<file path="config.mk">
export PLATFORM = sky130hd
export DESIGN_NAME = latch_write_ctrl
export DESIGN_NICKNAME = d
export VERILOG_FILES = /design/src/rtl/latch_ctrl_pkg.sv /design/src/rtl/latch_write_ctrl_phase_timer.sv /design/src/rtl/latch_write_ctrl.sv
export SDC_FILE = /design/constraint.sdc
export NUM_CORES = 1
export LEC_CHECK = 0
export ABC_AREA = 1
export BUFFER_PORTS_ARGS = -buffer_cell sky130_fd_sc_hd__buf_2
export CORE_MARGIN = 2
export CORE_UTILIZATION = 35
export DETAILED_ROUTE_END_ITERATION = 8
export REMOVE_ABC_BUFFERS = 1
export SLEW_MARGIN = 20
export SYNTH_ARGS = -nofsm -noshare
export SYNTH_HDL_FRONTEND = slang
export SYNTH_SLANG_ARGS = --single-unit
</file>
<file path="constraint.sdc">
create_clock -name clk -period 2 [get_ports clk]
set_clock_uncertainty 0.2 [all_clocks]
set_input_delay 0.6 -clock clk [delete_from_list [all_inputs] [get_ports clk]]
set_output_delay 0.6 -clock clk [all_outputs]
set_load 0.005 [all_outputs]
</file>
<file path="src/rtl/latch_ctrl_pkg.sv">
// Shared types and default phase lengths for the latch writer controller.
// Latency: n/a (types and constants only).
// Backpressure: n/a.
package latch_ctrl_pkg;

  // Write sequence phases. IDLE is the only phase in which a request is accepted.
  typedef enum logic [1:0] {
    IDLE  = 2'd0,
    SETUP = 2'd1,
    OPEN  = 2'd2,
    HOLD  = 2'd3
  } wr_state_t;

  localparam int DEF_SETUP_CYC = 1;
  localparam int DEF_OPEN_CYC  = 1;
  localparam int DEF_HOLD_CYC  = 1;

endpackage

</file>
<file path="src/rtl/latch_write_ctrl_phase_timer.sv">
// Loadable down-counter that times one phase of a latch write; flags zero.
// Latency: load value visible the cycle after load; zero is combinational from the count.
// Backpressure: none; the counter parks at zero until the next load.
//
// Ports:
//   clk, rst_n  clock and asynchronous active-low reset
//   load        load load_val on the next edge (takes priority over counting)
//   load_val    remaining cycles minus one for the phase being entered
//   zero        count has reached zero (last cycle of the current phase)
module phase_timer #(
  parameter int CNT_W = 8
) (
  input  logic             clk,
  input  logic             rst_n,
  input  logic             load,
  input  logic [CNT_W-1:0] load_val,
  output logic             zero
);

  logic [CNT_W-1:0] cnt;

  always_ff @(posedge clk or negedge rst_n) begin
    if (!rst_n) begin
      cnt <= '0;
    end else if (load) begin
      cnt <= load_val;
    end else if (cnt != '0) begin
      cnt <= cnt - CNT_W'(1);
    end
  end

  assign zero = (cnt == '0);

endmodule

</file>
<file path="src/rtl/latch_write_ctrl.sv">
// Writer-side controller: accepts a write, then frames the latch gate with setup/open/hold phases.
// Latency: SETUP_CYC+OPEN_CYC+HOLD_CYC cycles from acceptance to IDLE; done pulses on the first IDLE cycle.
// Backpressure: wr_ready is low whenever a write is in progress; the producer must hold its request.
//
// Ports:
//   clk, rst_n      clock and asynchronous active-low reset (reset aborts a write immediately)
//   wr_valid/ready  write request handshake; wr_data sampled on acceptance
//   latch_in        registered data bus to the latch bank; changes only on acceptance
//   latch_en        registered latch gate, high for exactly OPEN_CYC cycles per write
//   done            one-cycle pulse when a write completes
//   busy            a write is in progress
//   wr_count        completed writes, wraps modulo 2^CNT_W
module latch_write_ctrl
  import latch_ctrl_pkg::*;
#(
  parameter int WIDTH     = 2,
  parameter int SETUP_CYC = DEF_SETUP_CYC,
  parameter int OPEN_CYC  = DEF_OPEN_CYC,
  parameter int HOLD_CYC  = DEF_HOLD_CYC,
  parameter int CNT_W     = 8
) (
  input  logic             clk,
  input  logic             rst_n,
  input  logic             wr_valid,
  input  logic [WIDTH-1:0] wr_data,
  output logic             wr_ready,
  output logic [WIDTH-1:0] latch_in,
  output logic             latch_en,
  output logic             done,
  output logic             busy,
  output logic [CNT_W-1:0] wr_count
);

  // Every phase must last at least one cycle, and its length minus one must fit the timer.
  if (SETUP_CYC < 1 || SETUP_CYC > (1 << CNT_W)) begin : g_bad_setup
    $error("latch_write_ctrl: SETUP_CYC must be in 1..2^CNT_W");
  end
  if (OPEN_CYC < 1 || OPEN_CYC > (1 << CNT_W)) begin : g_bad_open
    $error("latch_write_ctrl: OPEN_CYC must be in 1..2^CNT_W");
  end
  if (HOLD_CYC < 1 || HOLD_CYC > (1 << CNT_W)) begin : g_bad_hold
    $error("latch_write_ctrl: HOLD_CYC must be in 1..2^CNT_W");
  end

  localparam logic [CNT_W-1:0] SETUP_LD = CNT_W'(SETUP_CYC - 1);
  localparam logic [CNT_W-1:0] OPEN_LD  = CNT_W'(OPEN_CYC - 1);
  localparam logic [CNT_W-1:0] HOLD_LD  = CNT_W'(HOLD_CYC - 1);

  wr_state_t        state, state_nxt;
  logic             timer_load;
  logic [CNT_W-1:0] timer_val;
  logic             timer_zero;
  logic             accept;
  logic             done_nxt;

  assign wr_ready = (state == IDLE);
  assign busy     = (state != IDLE);
  assign accept   = wr_valid && wr_ready;

  phase_timer #(.CNT_W(CNT_W)) u_timer (
    .clk      (clk),
    .rst_n    (rst_n),
    .load     (timer_load),
    .load_val (timer_val),
    .zero     (timer_zero)
  );

  // Next state; the timer is reloaded on every phase change so it always
  // counts the phase being entered.
  always_comb begin
    state_nxt  = state;
    timer_load = 1'b0;
    timer_val  = '0;
    done_nxt   = 1'b0;
    case (state)
      IDLE: begin
        if (wr_valid) begin
          state_nxt  = SETUP;
          timer_load = 1'b1;
          timer_val  = SETUP_LD;
        end
      end
      SETUP: begin
        if (timer_zero) begin
          state_nxt  = OPEN;
          timer_load = 1'b1;
          timer_val  = OPEN_LD;
        end
      end
      OPEN: begin
        if (timer_zero) begin
          state_nxt  = HOLD;
          timer_load = 1'b1;
          timer_val  = HOLD_LD;
        end
      end
      HOLD: begin
        if (timer_zero) begin
          state_nxt  = IDLE;
          timer_load = 1'b1;
          timer_val  = '0;
          done_nxt   = 1'b1;
        end
      end
      default: begin
        state_nxt = IDLE;
      end
    endcase
  end

  // The gate is a flop tracking the phase being entered, so it can only
  // change on a clock edge (or drop on reset) and never glitches.
  always_ff @(posedge clk or negedge rst_n) begin
    if (!rst_n) begin
      state    <= IDLE;
      latch_in <= '0;
      latch_en <= 1'b0;
      done     <= 1'b0;
      wr_count <= '0;
    end else begin
      state    <= state_nxt;
      latch_en <= (state_nxt == OPEN);
      done     <= done_nxt;
      if (accept) begin
        latch_in <= wr_data;
      end
      if (done_nxt) begin
        wr_count <= wr_count + CNT_W'(1);
      end
    end
  end

endmodule
</file>
==> out/results.txt, run 1 <==
The count of final max-slew check failures was 0. The highest cell delay on the worst timing path was 0.47 ns; the async set-or-reset flop fraction in the synthesized netlist was 1.00. The wire-length estimate of the detail-placed layout is 1730 um. Data on the critical path is required at its endpoint by 1.20 ns.

For this run, the detailed router's first-pass iteration total came to 4. The count of pins on the block boundary is 19, and the first-pass GRT wire length is 4200 um. The analysis attributes to cell leakage a power of 0.799 nW. Dividing the detail-routed via count by the number of cells gives 4.50. The die is 63.6 um wide. The area share of the largest cell type after synthesis came out at 0.444. The number of filler cells placed in the layout was 358; the final antenna-violating net count was 0. Power spread over the standard cell area amounts to 1280 nW/um2. Of all nets on the critical path, the largest fanout is 5. Max-cap violations in this run came to 0. The die covers 4040 um2. The part of the cycle the worst path needs is 0.967. Entering global routing, the biggest net connects 23 pins. For the worst setup path, the data arrival time is 1.13 ns. The average wire length per cell after detail routing came out at 10.2 um.

STA classifies the critical path endpoint as a primary output. The share of total power in the clock network is 0.188. The number of core rows is 21.

The highest achievable clock rate is 517 MHz. The worst setup timing slack at the placement stage is 0.162 ns. After global routing, the most crowded layer is met2.

The sum of routed wire length over all layers is 2320 um. TritonCTS created 3 clock buffers. The sequential power share was 0.400; the total negative setup slack was 0 ns.

Mapped cell area: 1240 um2. The tools report the clock root buffer as sky130_fd_sc_hd__clkbuf_4. Among all stages on the critical path, the largest delay is contributed by sky130_fd_sc_hd__dfrtp_2. Grouping stages by cell kind, the critical path spends the most delay in flip-flops. For this run, design rule violations remaining after detail routing come to 0. The fraction of power consumed by combinational cells is 0.412.

Maximum count of clock buffers along a single path: 2. The critical path is of the reg2out type. The run gives 0.369 as the initial cell density of the core. The cell count after synthesis came out at 159. The number of different library cells used by synthesis comes to 22. The most used flip-flop cell after synthesis is sky130_fd_sc_hd__dfrtp_1. Setup repair after global routing left no endpoint under its margin. The share of layout cells above drive strength 1 is 0.247. The run finished with clean final reports.

The met3 usage in global routing came out at 0.0179. The total overflow left after global routing is 0. The tools report the initial antenna violation count as 0. Setup violations remaining at the end of the flow were counted as 0. The sequential element share of the synthesized area was 0.444; the level count of the clock H-tree was 1. The logs give 0.0663 ns for the worst-case setup margin in the final layout and 0 for the total inserted antenna cells. The CTS clock-pin slew for the worst setup and hold paths was 0.13 ns; the final RePlAce weighted congestion was 0.818. The global routing met1 resource utilization was 0.167; the routed via count was 1027. Counting I/O delays and the setup requirement, the final critical path takes 1.93 ns. The class of the worst hold path is in2async.

Cell internal power was estimated by the tool at 0.00109 W. In this run the vertical extent of the chip is 63.6 um. STA classifies the critical path startpoint as a flip-flop. Counting both buffers and inverters, the worst setup path holds a total of 2. For this design, the sink count on the clock tree is 22. Yosys printed 0 warnings. The slew at the pin with the worst max-slew slack is 0.493 ns, and the number of buffers inserted by port buffering is 18. The count of flip-flops with a built-in enable after synthesis is 0, and the overall global routing resource usage is 0.129. Across the VDD grid, the largest voltage drop is 0.583 mV. The library cells used most frequently in the layout, excluding fill and tap cells, are sky130_fd_sc_hd__nand2_1, sky130_fd_sc_hd__inv_1, sky130_fd_sc_hd__dfrtp_1, sky130_fd_sc_hd__buf_2, sky130_fd_sc_hd__nor2_1. For this design the total switching power over the nets is 0.000754 W. Each instance of the synthesized netlist takes up on average 7.81 um2. Library cell occupying the most area in the post-synthesis netlist: sky130_fd_sc_hd__dfrtp_1. TritonCTS built the clock tree.

The library cell used most frequently in the layout, excluding fill and tap cells, is sky130_fd_sc_hd__nand2_1. For the post-layout net count, the log shows 190. Number of global-route vias before repair: 1004. The run gives 0 as the number of hold-slack violations in the final timing report. The signal on the critical path passes through nor2_4 > inv_4 > buf_2. The tools report the initial DRC count as 19. The core footprint is 3360 um2, and the number of synthesized register bits is 22. By area the synthesized netlist is led by sky130_fd_sc_hd__dfrtp_1, sky130_fd_sc_hd__nand2_1, sky130_fd_sc_hd__inv_1. The normalized max-slew margin is 0.672, and the area growth from synthesis to final layout is 16.4%. The logs give 0.31 ns for the latest clock arrival within the worst-skew pair and 0.211 for the global routing usage on met2. The switching power share of the total works out to 0.409.
[power by group through the flow]
stage          sequential (W)  combinational, W  clock, W
4_1_cts              0.000735          0.000761  0.000358
3_5_place_dp         0.000735          0.000757         0
6_report             0.000738          0.000759  0.000347
2_1_floorplan        0.000717          0.000577         0
5_1_grt              0.000761          0.000879  0.000372
3_3_place_gp         0.000733          0.000740         0
[flip-flops by register name, summed over array words and instances, names as in the netlist]
register,cells
u_timer.cnt,8
wr_count,8
latch_in,2
state,2
done,1
latch_en,1
[cell families after synthesis]
group                      Yosys count  share of synthesized area
xor gates and xnor gates             5                     0.0353
adders and majority gates            2                     0.0202
and+or+nand+nor                     91                      0.351
buffers and inverters               30                      0.105
DFF                                 22                      0.444
AOI/OAI and AO/OA                    9                     0.0454
[Yosys cell counts (all sizes together), types with 2 or more instances]
library cell  number
nand2             51
inv               28
dfrtp             22
nor2              19
nand3             13
o21ai              6
nand4              4
xor2               4
a21oi              3
buf                2
ha                 2
nand3b             2
nor3               2
[metrics by stage]
stage / std cells / hold WS [ns] / util / total power (W) / instance area [um2]
2_1_floorplan: 157 / 0.104 / - / 0.00129 / 1220
3_5_place_dp: 221 / 0.258 / 0.406 / 0.00149 / 1370
4_1_cts: 225 / 0.0451 / 0.423 / 0.00185 / 1420
5_1_grt: 228 / 0.0628 / 0.430 / 0.00201 / 1450
6_report: 228 / 0.0289 / 0.430 / 0.00184 / 1450
3_3_place_gp: 221 / 0.257 / 0.406 / 0.00147 / 1370
[layer usage]
| metal | share of wire | up-vias |
|---|---|---|
| li1 | - | 534 |
| met1 | 0.47 | 475 |
| met2 | 0.48 | 14 |
| met3 | 0.035 | 4 |
| met4 | 0.013 | 0 |
| met5 | 0 | - |
[area by class of cell]
cell class	count	area, um2	share of cell area
clock buffer	3	22.5	0.0156
timing repair buffer	21	110	0.0762
multi-input combinational	107	566	0.391
tap	46	57.6	0.0398
clock inverter	1	30.0	0.0208
inverter	28	108	0.0745
sequential	22	552	0.382
[timing repair]
action | CTS | global route
buffers inserted | 0 | 3
pin swaps | 0 | 1
hold endpoints to repair | 0 | 0
setup endpoints to repair | 1 | 3
hold buffers | 0 | 0
gates resized for setup | 1 | 1
[worst paths after layout]
check                               start        endpoint  slack [ns]  depth (start not counted)
setup / recovery                 state[1]            busy        0.07                          3
hold / removal                      rst_n  u_timer.cnt[1]        0.03                          1
setup reg to reg           u_timer.cnt[0]     wr_count[0]        0.15                          8
hold reg to reg               latch_in[1]     latch_in[1]        0.29                          2
max in group asynchronous           rst_n        state[1]        1.21                          1
min in group clk               wr_data[1]     latch_in[1]        0.28                          3
Note: power is estimated with default switching activity, not from simulation.
==> inputs of run 2 (changes only) <==
--- a/config.mk
+++ b/config.mk
@@ -5,7 +5,6 @@
 export SDC_FILE = /design/constraint.sdc
 export NUM_CORES = 1
 export LEC_CHECK = 0
-export ABC_AREA = 1
 export BUFFER_PORTS_ARGS = -buffer_cell sky130_fd_sc_hd__buf_2
 export CORE_MARGIN = 2
 export CORE_UTILIZATION = 35
==> run 2 against run 1 <==
Net effect: fmax is 0.38% higher; synthesized cell count is 42% lower; register-to-register slack got worse by 0.08 ns.
==> out/results.txt, run 2 <==
The routed layout has 784 vias. For the number of warning messages in the yosys log, the log shows 0. By count the netlist is led by sky130_fd_sc_hd__dfrtp_1, sky130_fd_sc_hd__xnor2_1, sky130_fd_sc_hd__nand2_1, sky130_fd_sc_hd__nand4_1, sky130_fd_sc_hd__nor2_1.

Across the VDD grid, the largest voltage drop is 0.709 mV. For the maximum count of clock buffers along a single path, the log shows 2. Entering global routing, the biggest net connects 23 pins.

The total inserted antenna cells is 0, and the area growth from synthesis to final layout is 21.8%. Cell internal power was estimated by the tool at 0.00103 W. The height of the die works out to 58.8 um. For the count of final max-slew check failures, the log shows 0. Data on the critical path is required at its endpoint by 2.00 ns.

In this run, synthesis produced a sequential element count of 22. Summing all non-filler instances in the final layout gives an area of 1280 um2. The commonest non-fill, non-tap cell in the layout was sky130_fd_sc_hd__dfrtp_1. The tools report the startpoint type of the worst setup path as a flip-flop. Among all flip-flop cells after synthesis, the most frequent one is sky130_fd_sc_hd__dfrtp_1.

The logs give 0.150 for the share of total power in the clock network and 0.00164 W for the total power. The critical path class was reg2reg. The time the worst path needs with I/O delays and setup was 1.93 ns; the mean post-synth cell area was 11.3 um2. In the synthesized netlist, the number of instances is 93. Wires add up to 2120 um. For the sequential element share of the synthesized area, the log shows 0.524.

The final RePlAce weighted congestion is 0.729, and the async set-or-reset flop fraction in the synthesized netlist is 1.00. Across the run, the number of max-cap violations was 0. In this run, CTS created clock tree buffers numbering 3.

The flow ran to the end, and the final reports show no timing, DRC or antenna violations. By area the synthesized netlist is led by sky130_fd_sc_hd__dfrtp_1, sky130_fd_sc_hd__xnor2_1, sky130_fd_sc_hd__nand4_1. The element type at the critical path end was a flip-flop.

The area share of the largest cell type after synthesis came out at 0.524. The CTS clock-pin slew for the worst setup and hold paths is 0.12 ns. After floorplanning, the core was divided into 19 placement rows. The part of the cycle the worst path needs was 0.963; the final antenna-violating net count was 0.

The tools report the overall global routing resource usage as 0.137. The logs give 3670 um for the first-pass GRT wire length and 0 for the total of endpoints with negative setup slack in the final report. The average wire length per cell after detail routing was 14.1 um. Leaving out fill and tap cells, the most frequent cells in the layout are sky130_fd_sc_hd__dfrtp_1, sky130_fd_sc_hd__buf_2, sky130_fd_sc_hd__xnor2_1, sky130_fd_sc_hd__buf_4. Setup repair after global routing could not meet its margin everywhere. The floorplan step set the die width to 58.8 um. The tools report the initial antenna violation count as 0. After synthesis, the netlist uses 37 different library cells.

For the worst-skew pair, the clock arrives at the later sink with an insertion delay of 0.30 ns. Yosys instantiated no cell more often than sky130_fd_sc_hd__dfrtp_1. TritonCTS built the clock tree.

The placed instances occupy a cell area of 1190 um2. Summed over all layers, the global routing overflow is 0. CTS saw 22 sinks. The tools report the initial cell density of the core as 0.374. The depth of the worst register-to-register path came out at 6. The switching power share of the total was 0.370. For this run, the top clock speed supported by timing is 519 MHz. The count of flip-flops with a built-in enable after synthesis came out at 0. The number of hold-slack violations in the final timing report is 0, and the fraction of power consumed by combinational cells is 0.399. Of all nets on the critical path, the largest fanout is 4. The detailed-placement wirelength estimate is 1520 um, and the power spent charging and discharging nets is 0.000607 W.

The overall die area came out at 3450 um2. Power spread over the standard cell area amounts to 1280 nW/um2. The tools report the number of global-route vias before repair as 813. The largest total area in the synthesized netlist belongs to sky130_fd_sc_hd__dfrtp_1.

The final layout contains 127 nets. Summing every instance area after synthesis gives 1050 um2. The total DRC errors in the routed layout was 0. The largest registers in the layout are u_timer.cnt x8, wr_count x8. The share of layout cells above drive strength 1 was 0.353. The detailed-route vias per instance is 5.23. Class of the worst hold path: in2async. Summed over all cells, the static leakage comes to 0.610 nW. After the first detailed-routing iteration, the DRC count stood at 30. The level count of the clock H-tree was 1; the number of optimization iterations in the first detailed-route pass was 4. The tools report the sequential power share as 0.451. In this run the standard cell core region covers 2810 um2. In this run the count of I/O pins placed on the die edge is 19. The normalized max-slew margin came out at 0.674. The slew at the pin with the worst max-slew slack is 0.489 ns. Signal arrival time at the worst endpoint: 1.92 ns. The number of buffers inserted by port buffering is 18, and the number of filler cells placed in the layout is 265. Clock tree synthesis selected as its root buffer the cell sky130_fd_sc_hd__clkbuf_4.
run 2: cell count changes in the layout (fill, tap and decap cells not counted), moves of 3 or more:
cell                       change
sky130_fd_sc_hd__a211oi_1      +3
sky130_fd_sc_hd__buf_4         +5
sky130_fd_sc_hd__inv_1        -22
sky130_fd_sc_hd__nand2_1      -42
sky130_fd_sc_hd__nand2_2       -4
sky130_fd_sc_hd__nand3_1       -9
sky130_fd_sc_hd__nor2_1        -8
sky130_fd_sc_hd__nor2_4        -4
sky130_fd_sc_hd__o21ai_1       -4
sky130_fd_sc_hd__or4_1         +4
sky130_fd_sc_hd__xnor2_1       +6
run 2: stage by stage:
step	std cells	TNS (ns)	util	worst slack, ns	hold slack [ns]
6_report	150	0	0.456	0.0737	0.0350
5_1_grt	150	-0.0327	0.456	-0.0205	0.0589
4_1_cts	147	0	0.438	0.0146	0.0450
3_5_place_dp	143	0	0.424	0.0499	0.266
3_3_place_gp	143	0	0.424	0.0322	0.255
2_1_floorplan	89	0	-	0.106	0.104
run 2: logic make-up after synthesis:
family                     Yosys count  share of synthesized area
AOI/OAI and AO/OA                   15                     0.0977
xor gates and xnor gates             9                     0.0751
adders and majority gates            2                     0.0238
buffers and inverters                7                     0.0369
DFF                                 22                      0.524
muxes                                3                     0.0322
and+or+nand+nor                     35                      0.210
run 2: cell type report:
type                    instances  area (um2)  share of cell area
clock buffers                   4        36.3              0.0284
repair buffers                 26         154               0.120
multi-input cells              64         487               0.381
well taps                      31        38.8              0.0303
flip-flops and latches         22         552               0.432
inverters                       3        11.3             0.00881
run 2: repair_timing:
action,in CTS,in global routing
endpoints found under the setup margin,1,18
gates resized for setup,1,9
hold buffers,0,0
buffers inserted,0,3
pin swaps,0,3
run 2: worst max-delay path, cell delays in order, from the launching register on:
cell and delay (ns):
sky130_fd_sc_hd__dfrtp_1 0.43, sky130_fd_sc_hd__inv_2 0.08, sky130_fd_sc_hd__ha_4 0.13, sky130_fd_sc_hd__nor4b_4 0.26, sky130_fd_sc_hd__and4_1 0.28, sky130_fd_sc_hd__buf_4 0.12
sky130_fd_sc_hd__mux2_1 0.32
run 2: final timing paths:
path	to	start	slack [ns]
max	wr_count[1]	u_timer.cnt[0]	0.07
min	u_timer.cnt[6]	rst_n	0.03
max reg2reg	wr_count[1]	u_timer.cnt[0]	0.07
min reg2reg	wr_count[7]	wr_count[7]	0.28
max in group asynchronous	state[0]	rst_n	1.21
min in group clk	wr_count[7]	wr_count[7]	0.28
run 2: power groups by stage:
stage          Sequential, W  Clock, W  Combinational, W
3_5_place_dp        0.000723         0          0.000608
3_3_place_gp        0.000717         0          0.000604
5_1_grt             0.000763  0.000276          0.000734
6_report            0.000739  0.000246          0.000655
4_1_cts             0.000717  0.000258          0.000613
2_1_floorplan       0.000727         0          0.000375
run 2: routing by layer:
| layer | track usage | part of all wire | vias to the layer above |
|---|---|---|---|
| met5 | 0 | 0 | - |
| met4 | 0.0487 | 0.0076 | 0 |
| met3 | 0.0286 | 0.030 | 2 |
| met2 | 0.211 | 0.50 | 11 |
| met1 | 0.192 | 0.46 | 385 |
| li1 | - | - | 386 |
==> inputs of run 3 (changes only) <==
--- a/config.mk
+++ b/config.mk
@@ -5,8 +5,8 @@
 export SDC_FILE = /design/constraint.sdc
 export NUM_CORES = 1
 export LEC_CHECK = 0
-export BUFFER_PORTS_ARGS = -buffer_cell sky130_fd_sc_hd__buf_2
-export CORE_MARGIN = 2
+export BUFFER_PORTS_ARGS = -buffer_cell sky130_fd_sc_hd__buf_4
+export CORE_MARGIN = 1.5
 export CORE_UTILIZATION = 35
 export DETAILED_ROUTE_END_ITERATION = 8
 export REMOVE_ABC_BUFFERS = 1
==> run 3 against run 2 <==
Net effect: fmax down 2.2%; worst setup slack got worse by 0.044 ns; die area decreased by 3.4%; non-clock buffer count rose by 2; utilization is 1.7 points higher; critical path depth shrank 1; clock power fell by 24%.
==> out/results.txt, run 3 (synthesized netlist as in run 2, its figures left out) <==
The run finished with clean final reports. The tool flagged a number of max-cap violations equal to 0. Summing internal, switching and leakage power gives 0.00165 W. The final global-route overflow total came out at 0. Summing all flip-flop and latch instances after layout gives 552 um2. The CTS clock-pin slew for the worst setup and hold paths works out to 0.11 ns.

Worst setup timing slack at the placement stage: -0.000612 ns. In the routed design, unresolved DRC markers number 0. The peak fanout along the critical path is 4, and the total of endpoints with negative setup slack in the final report is 0.

The height of the die was 57.8 um; the worst voltage drop across the vdd grid was 0.614 mV. The level count of the clock H-tree was 1. The top cell types in the final layout, fill and taps aside, are sky130_fd_sc_hd__buf_4, sky130_fd_sc_hd__dfrtp_1, sky130_fd_sc_hd__xnor2_1, sky130_fd_sc_hd__nand2_1, sky130_fd_sc_hd__nand4_1. The startpoint type of the worst setup path was a flip-flop.

After the last flow step, the layout net total stands at 129. TritonCTS built the clock tree. The number of global-route vias before repair was 780; the normalized max-slew margin was 0.765.

The overall die area was 3340 um2; the part of the cycle the worst path needs was 0.985. The commonest non-fill, non-tap cell in the layout was sky130_fd_sc_hd__buf_4. The worst register-to-register path begins at u_timer.cnt[0]. In this run the remaining antenna-violating nets after routing total 0. Traced cell by cell, the critical path runs through buf_4 > or3_4 > or3_4 > or3_4 > a21oi_2.

The die is 57.8 um wide. For the pin with the worst max-slew slack, the measured transition is 0.352 ns. Initial antenna violation count: 0. For the worst flop-to-flop path, the logic depth is 5.

The critical path in this run is classified as reg2reg. The largest registers in the layout are u_timer.cnt x8, wr_count x8. On the critical path, the stage with the largest delay is an instance of sky130_fd_sc_hd__dfrtp_1. In this run, the number of DRC markers left after iteration 0 of detailed routing was 17.

The first global-routing pass estimated 3570 um of wire. The worst-case setup margin in the final layout came out at 0.0297 ns. The tools report the number of buffers created by CTS as 3.

The clock root buffer was sky130_fd_sc_hd__clkbuf_4. The number of core rows came out at 19. The finished layout holds 151 standard cells, fillers aside. Most common cell type on the critical path: sky130_fd_sc_hd__or3_4. For the number of hold-slack violations in the final timing report, the log shows 0. In this run the power density over the cells is 1250 nW/um2. The detailed-placement wirelength estimate was 1550 um; the final RePlAce weighted congestion was 0.856. Setup total negative slack on the finished layout was measured at 0 ns. The average wire length per cell after detail routing works out to 14.1 um.

The routed design has 2130 um of wire. The worst setup path is captured at a flip-flop. Data on the critical path is required at its endpoint by 2.03 ns.

The area growth from synthesis to final layout was 26.5%. The tools report the signal arrival time at the worst endpoint as 2.00 ns. The share of layout cells above drive strength 1 is 0.358.

Static timing analysis puts the maximum clock frequency at 508 MHz. For the finished layout, the period the worst path requires is 1.97 ns. Entering global routing, the biggest net connects 23 pins.

The class of the worst hold path is reg2reg. The initial cell density of the core was 0.374; the static leakage was 0.617 nW. The floorplan step defined a core boundary enclosing 2810 um2. The highest cell delay on the worst timing path works out to 0.41 ns. In this run the most critical hold path is launched from wr_count[7].

Using the TritonRoute via totals, the vias-per-cell ratio works out to 5.44. The cell count of the worst hold path was 1; the count of pins on the block boundary was 19. The logs give 490 um2 for the area of the multi-input gates and 821 for the routed via count. Counting the fill cells in the layout gives 280. The repair_antennas step left the layout with diodes totalling 0.

Setup repair after global routing could not meet its margin everywhere. The critical path starts at u_timer.cnt[0]. The tools report the maximum count of clock buffers along a single path as 2. The first detailed-routing pass ran for 4 iterations.

On the final layout, the worst hold slack is 0.279 ns. The tools report the TritonCTS sink count as 22. Once placement completed, the tool counted placed cells totaling 143.

The count of final max-slew check failures is 0, and the number of buffers inserted by port buffering is 18. The overall global routing resource usage is 0.138, and the latest clock arrival within the worst-skew pair is 0.29 ns.
## run 3: layout make-up
type                    count  share of cell area
multi-input cells          64               0.369
flip-flops and latches     22               0.416
inverters                   3             0.00848
clock buffers               3              0.0170
well taps                  31              0.0292
repair buffers             28               0.160
## run 3: repair_timing
item	in CTS	in global routing
endpoints found under the hold margin	22	0
setup buffers	0	4
pin swaps	0	1
resized for setup	4	7
hold buffers	1	0
setup endpoints to repair	3	15
## run 3: layer usage
metal,track usage,wire length (um),vias to the layer above
met3,0.0201,63,2
li1,-,-,395
met1,0.186,963,407
met4,0.0498,14,0
met2,0.227,1090,17
met5,0,0,-
## run 3: power by group
part / total, W / switching (W) / internal, W
logic: 0.000723 / 0.000319 / 0.000405
registers: 0.000742 / 0.000157 / 0.000586
clock network: 0.000187 / 0.000117 / 0.0000700
## run 3: path summary, 6_finish.rpt
check	to	slack, ns
min	wr_count[7]	0.28
max reg2reg	u_timer.cnt[5]	0.03
min reg2reg	wr_count[7]	0.28
max in group asynchronous	state[0]	0.83
min in group asynchronous	u_timer.cnt[7]	0.53
max	u_timer.cnt[5]	0.03
## run 3: stage by stage
step / area (um2) / util
6_report: 1330 / 0.473
5_1_grt: 1330 / 0.473
4_1_cts: 1280 / 0.455
3_5_place_dp: 1230 / 0.440
3_3_place_gp: 1230 / 0.440
2_1_floorplan: 1020 / -
## run 3: critical path: cells and delay by family (launching register included)
family / cells / cell delay (ns)
DFF: 1 / 0.41
and+or+nand+nor: 3 / 1.05
buffers and inverters: 1 / 0.14
AOI/OAI and AO/OA: 1 / 0.11
